==> src/rtl/i2c_byte_tx.sv <==
// i2c_byte_tx: I2C master write sequencer. Emits START, 7-bit address + W,
// ACK check, one data byte, ACK check, STOP, then pulses done for one cycle.
// SCL is generated here from a quarter-bit divider (DIV clk4 cycles per quarter).
// Optional build macro I2C_CLK_STRETCH_EN: a slave holding SCL low while it is
// released (q2/q3) freezes the quarter counter.
module i2c_byte_tx #(
    parameter int unsigned DIV = 4
) (
    input  logic       clk4,
    input  logic       reset4,
    input  logic       start,
    input  logic [6:0] addr,
    input  logic [7:0] data,
    input  logic       sda_in,
    input  logic       scl_in,
    output logic       scl,
    output logic       sda_oe,
    output logic       busy,
    output logic       done,
    output logic       nack
);

    typedef enum logic [2:0] {
        S_IDLE,
        S_START,
        S_ADDR,
        S_ACK1,
        S_DATA,
        S_ACK2,
        S_STOP,
        S_FIN
    } state_t;

    localparam logic [7:0] QMAX = 8'(DIV - 1);

    state_t     state, state_n;
    logic [1:0] phase, phase_n;
    logic [7:0] qcnt, qcnt_n;
    logic [2:0] bcnt, bcnt_n;
    logic [7:0] abyte, abyte_n;
    logic [7:0] dbyte, dbyte_n;
    logic       ackbit, ackbit_n;
    logic       scl_n, sda_oe_n, busy_n, done_n, nack_n;
    logic       hold, tick, slot_end, in_frame;

    assign in_frame = (state != S_IDLE) && (state != S_FIN);

`ifdef I2C_CLK_STRETCH_EN
    // Freeze the divider while SCL is released but a slave still holds it low
    always_comb hold = in_frame && phase[1] && scl && !scl_in;
`else
    logic unused_scl_in;

    // SCL readback has no function without clock stretching
    always_comb unused_scl_in = scl_in;

    // Divider never stalls
    always_comb hold = 1'b0;
`endif

    // Next-state: quarter/phase/bit counters, frame sequencing, ACK sampling
    always_comb begin
        state_n  = state;
        phase_n  = phase;
        qcnt_n   = qcnt;
        bcnt_n   = bcnt;
        abyte_n  = abyte;
        dbyte_n  = dbyte;
        ackbit_n = ackbit;
        nack_n   = nack;
        tick     = 1'b0;
        slot_end = 1'b0;

        if (in_frame) begin
            tick = (qcnt == QMAX) && !hold;
            if (!hold) begin
                qcnt_n = (qcnt == QMAX) ? '0 : qcnt + 8'd1;
            end
            if (tick) begin
                phase_n = phase + 2'd1;
            end
            slot_end = tick && (phase == 2'd3);
            // ACK is sampled on the last cycle of q2 (SCL high, mid-pulse)
            if (tick && (phase == 2'd2) && ((state == S_ACK1) || (state == S_ACK2))) begin
                ackbit_n = sda_in;
                if (sda_in) begin
                    nack_n = 1'b1;
                end
            end
        end

        case (state)
            S_IDLE: begin
                if (start) begin
                    state_n = S_START;
                    phase_n = '0;
                    qcnt_n  = '0;
                    bcnt_n  = '0;
                    abyte_n = {addr, 1'b0};
                    dbyte_n = data;
                    nack_n  = 1'b0;
                end
            end
            S_START: begin
                if (slot_end) begin
                    state_n = S_ADDR;
                    bcnt_n  = '0;
                end
            end
            S_ADDR: begin
                if (slot_end) begin
                    bcnt_n = bcnt + 3'd1;
                    if (bcnt == 3'd7) begin
                        state_n = S_ACK1;
                    end
                end
            end
            S_ACK1: begin
                if (slot_end) begin
                    state_n = ackbit ? S_STOP : S_DATA;
                end
            end
            S_DATA: begin
                if (slot_end) begin
                    bcnt_n = bcnt + 3'd1;
                    if (bcnt == 3'd7) begin
                        state_n = S_ACK2;
                    end
                end
            end
            S_ACK2: begin
                if (slot_end) begin
                    state_n = S_STOP;
                end
            end
            S_STOP: begin
                if (slot_end) begin
                    state_n = S_FIN;
                end
            end
            S_FIN: begin
                state_n = S_IDLE;
            end
            default: begin
                state_n = S_IDLE;
            end
        endcase
    end

    // Output decode from the next state so every output leaves a flop
    always_comb begin
        scl_n    = 1'b1;
        sda_oe_n = 1'b0;
        busy_n   = 1'b1;
        done_n   = 1'b0;

        case (state_n)
            S_IDLE: begin
                busy_n = 1'b0;
            end
            S_START: begin
                sda_oe_n = phase_n[1];
            end
            S_ADDR: begin
                scl_n    = phase_n[1];
                sda_oe_n = ~abyte[~bcnt_n];
            end
            S_ACK1, S_ACK2: begin
                scl_n = phase_n[1];
            end
            S_DATA: begin
                scl_n    = phase_n[1];
                sda_oe_n = ~dbyte[~bcnt_n];
            end
            S_STOP: begin
                scl_n    = phase_n[1];
                sda_oe_n = (phase_n != 2'd3);
            end
            S_FIN: begin
                busy_n = 1'b0;
                done_n = 1'b1;
            end
            default: begin
                busy_n = 1'b0;
            end
        endcase
    end

    // State and output registers; reset releases the bus at once
    always_ff @(posedge clk4) begin
        if (!reset4) begin
            state  <= S_IDLE;
            phase  <= '0;
            qcnt   <= '0;
            bcnt   <= '0;
            abyte  <= '0;
            dbyte  <= '0;
            ackbit <= 1'b0;
            scl    <= 1'b1;
            sda_oe <= 1'b0;
            busy   <= 1'b0;
            done   <= 1'b0;
            nack   <= 1'b0;
        end else begin
            state  <= state_n;
            phase  <= phase_n;
            qcnt   <= qcnt_n;
            bcnt   <= bcnt_n;
            abyte  <= abyte_n;
            dbyte  <= dbyte_n;
            ackbit <= ackbit_n;
            scl    <= scl_n;
            sda_oe <= sda_oe_n;
            busy   <= busy_n;
            done   <= done_n;
            nack   <= nack_n;
        end
    end

endmodule
==> config.mk <==
export PLATFORM = sky130hd
export DESIGN_NAME = i2c_byte_tx
export DESIGN_NICKNAME = d
export VERILOG_FILES = /design/src/rtl/i2c_byte_tx.sv
export SDC_FILE = /design/constraint.sdc
export NUM_CORES = 1
export LEC_CHECK = 0
export BUFFER_PORTS_ARGS = -buffer_cell sky130_fd_sc_hd__buf_4
export CAP_MARGIN = 20
export CORE_ASPECT_RATIO = 1.1
export CORE_UTILIZATION = 45
export CTS_BUF_LIST = sky130_fd_sc_hd__clkbuf_2
export DETAILED_ROUTE_END_ITERATION = 6
export PLACE_DENSITY = 0.67
export SYNTH_ARGS = -nofsm -noshare
export SYNTH_HDL_FRONTEND = slang
export SYNTH_SLANG_ARGS = --single-unit
export TNS_END_PERCENT = 10
==> constraint.sdc <==
create_clock -name clk4 -period 3 [get_ports clk4]
set_input_delay 0.6 -clock clk4 [delete_from_list [all_inputs] [get_ports clk4]]
set_output_delay 0.6 -clock clk4 [all_outputs]
set_load 0.05 [all_outputs]
==> results.sh <==
export IMPL_num_antenna_cells=0
export IMPL_syn_avg_cell_area_um2=8.13
export IMPL_cts_htree_levels=2
export IMPL_maxCapViolCount=0
export IMPL_synth_async_sr_flop_share_pct=0
export IMPL_fin_area_um2=2540
export IMPL_power_uw=841
export IMPL_power_density_nw_per_um2=331
export IMPL_max_slew_margin_pct=64.7
export IMPL_synth_top_area_share_pct=35.9
export IMPL_whs_ns=0.414
export IMPL_rows=25
export IMPL_place_gp_congestion=0.874
export IMPL_placed_area_um2=2390
export IMPL_finalSetupViolCount=0
export IMPL_grt_overflow=0
export IMPL_clk_pin_slew_ns=0.20
export IMPL_worstPathArrival_ns=3.14
export IMPL_yosysMostFrequentCell="nand2_1"
export IMPL_finalHoldViolCount=0
export IMPL_status="finished, final reports clean"
export IMPL_synth_cell_type_count=50
export IMPL_skew_ns=0.0282
export IMPL_core_area_um2=4350
export IMPL_detailedPlacementHpwl_um=3390
export IMPL_hold_class="in -> reg"
export IMPL_drive_gt1_share_pct=24.7
export IMPL_gr_usage_all_layers_pct=21.4
export IMPL_cts_max_path_buffers=2
export IMPL_pre_cts_slack_ns=-0.0179
export IMPL_area_delta_synth_final_pct=23.0
export IMPL_syn_nets=280
export IMPL_synthCells=254
export IMPL_crit_fanout=8
export IMPL_yosys_top_cells_area="dfxtp_1 (36%), nand2_1 (9.3%), a21boi_1 (6.5%)"
export IMPL_setup_worst_path_start_class="flop"
export IMPL_io_buffers=23
export IMPL_cp_end_kind="flop"
export IMPL_netlist_top_cells_count="nand2_1 (51), dfxtp_1 (37), nor2_1 (19)"
export IMPL_synth_flop_cell="dfxtp_1"
export IMPL_synth_edf_count=0
export IMPL_routedWlPerCell_um=13.7
export IMPL_cts_tree="done"
export IMPL_drtAntennaViolNets=0
export IMPL_critPathRequiredTime_ns=3.34
export IMPL_numCtsBuffers=5
export IMPL_drc=0
export IMPL_clkLatencyLatePin_ns=0.40
export IMPL_criticalPathCategory="reg -> reg"
export IMPL_start_util_pct=47.5
export IMPL_ios=25
export IMPL_yosysSeqAreaShare_pct=35.9
export IMPL_die_height_um=73.0
export IMPL_synth_top_area_cell="dfxtp_1"
export IMPL_fillers=399
export IMPL_die_area_um2=4860
export IMPL_wl_um=4710
export IMPL_fmax_ghz=0.357
export IMPL_worst_slew_pin_slew_ns=0.527
export IMPL_clock_sinks=37
export IMPL_min_period_over_period_pct=93.4
export IMPL_report_final_slew_viol_count=0
export IMPL_die_w_um=66.6
export IMPL_ys_ff_latch=37
export IMPL_min_period_ns=2.80
export IMPL_p_leak_uw=0.000985
export IMPL_dr_pass1_iters=4
export IMPL_ys_warnings_count=0
export IMPL_cts_root_buf="clkbuf_2"
export IMPL_rsz0062_at_grt="false"
export IMPL_grt_pass1_wl_um=7950
export IMPL_viasPerCell=5.48
export IMPL_antenna_found_initial=0
export IMPL_ir_drop_uv=202
export IMPL_drtIter0Drc=132
export IMPL_final_nets=317
export IMPL_synth_area_um2=2060
export IMPL_layout_setup_ws_ns=0.198
export IMPL_grt_pass1_vias=1775
export IMPL_grt_max_degree=27
export IMPL_vias=1891
registers in the layout, indices dropped and copies added (netlist names), 2 cells and up:
name   count
abyte      7
state      3
qcnt       8
bcnt       3
phase      2
dbyte      8
cell families (layout without fill, tap and decap cells):
kind of cell    Yosys count  after routing  share of synthesized area, %
xor+xnor                  9              9                          3.82
mux                       4              4                          1.94
simple gates            124            124                          30.7
flops                    37             37                          35.9
buf+inv                  21             58                          4.24
compound gates           51             51                          18.8
fa+ha+maj                 8              8                          4.61
worst paths after layout:
path | end | cells past startpoint | slack (ns) | from
max | sda_oe$_SDFF_PN0_ | 9 | 0.20 | phase[0]$_SDFF_PN0_
max reg2reg | sda_oe$_SDFF_PN0_ | 9 | 0.20 | phase[0]$_SDFF_PN0_
min | abyte[4]$_SDFFE_PN0P_ | 3 | 0.41 | addr[3]
min reg2reg | nack$_SDFF_PN0_ | 2 | 0.46 | nack$_SDFF_PN0_
cell type report:
| cell class | count | area [um^2] | area share, % |
|---|---|---|---|
| Timing Repair Buffer | 46 | 345 | 13.6 |
| Inverter | 5 | 18.8 | 0.739 |
| Tap cell | 54 | 67.6 | 2.66 |
| Multi-Input combinational cell | 196 | 1330 | 52.2 |
| Clock buffer | 6 | 30.0 | 1.18 |
| Sequential cell | 37 | 743 | 29.3 |
| Clock inverter | 1 | 8.76 | 0.345 |
critical path: stages, from the launching register on:
cell and delay, ns:
dfxtp_2 0.37, ha_1 0.15, or4bb_4 0.57, buf_4 0.17, o21ai_1 0.21, a211oi_4 0.12
or2_1 0.39, a2111oi_2 0.45, o41ai_2 0.15, a31oi_1 0.16
through the flow:
step	util (%)	TNS (ns)	cells
finish	58.4	0	345
global route	58.4	0	345
floorplan	-	0	254
detailed placement	54.9	-0.0179	335
global placement	54.9	0	335
CTS	56.0	0	342
per-layer routing:
layer / part of all wire [%] / global-route usage (%) / wire length, um / vias to the layer above
li1: - / - / - / 975
met1: 46 / 26.6 / 2160 / 866
met2: 49 / 35.0 / 2290 / 44
met3: 4.5 / 5.78 / 213 / 6
met4: 1.1 / 8.04 / 51 / 0
met5: 0 / 0 / 0 / -
repair_timing:
item,in CTS,in global routing
setup endpoints to repair,1,1
gates cloned,0,0
pin swaps,0,3
resized for setup,2,18
buffers inserted,0,3
hold buffers,0,0
cells in the final DEF, fill, tap and decap left out, types with 3 or more instances in the layout:
cell type / Yosys / final
a2111oi_2: 0 / 4
a21boi_1: 18 / 18
a21oi_1: 5 / 5
and2_1: 6 / 5
and3_1: 4 / 4
and4_1: 3 / 3
buf_4: 0 / 46
clkbuf_2: 0 / 6
dfxtp_1: 37 / 35
ha_1: 6 / 5
inv_1: 5 / 5
mux2i_1: 4 / 4
nand2_1: 51 / 51
nand3_1: 8 / 8
nor2_1: 19 / 19
nor2b_1: 3 / 3
nor3_1: 8 / 6
nor3b_1: 4 / 4
o211ai_1: 3 / 3
o21ai_1: 3 / 3
xnor2_1: 4 / 4
xor2_1: 5 / 5
where the power goes:
part	total, uW	switching [uW]	internal, uW
logic	93.0	48.1	44.9
registers	517	10.1	507
clock network	230	172	58.4
(Power assumes the default switching activity.)
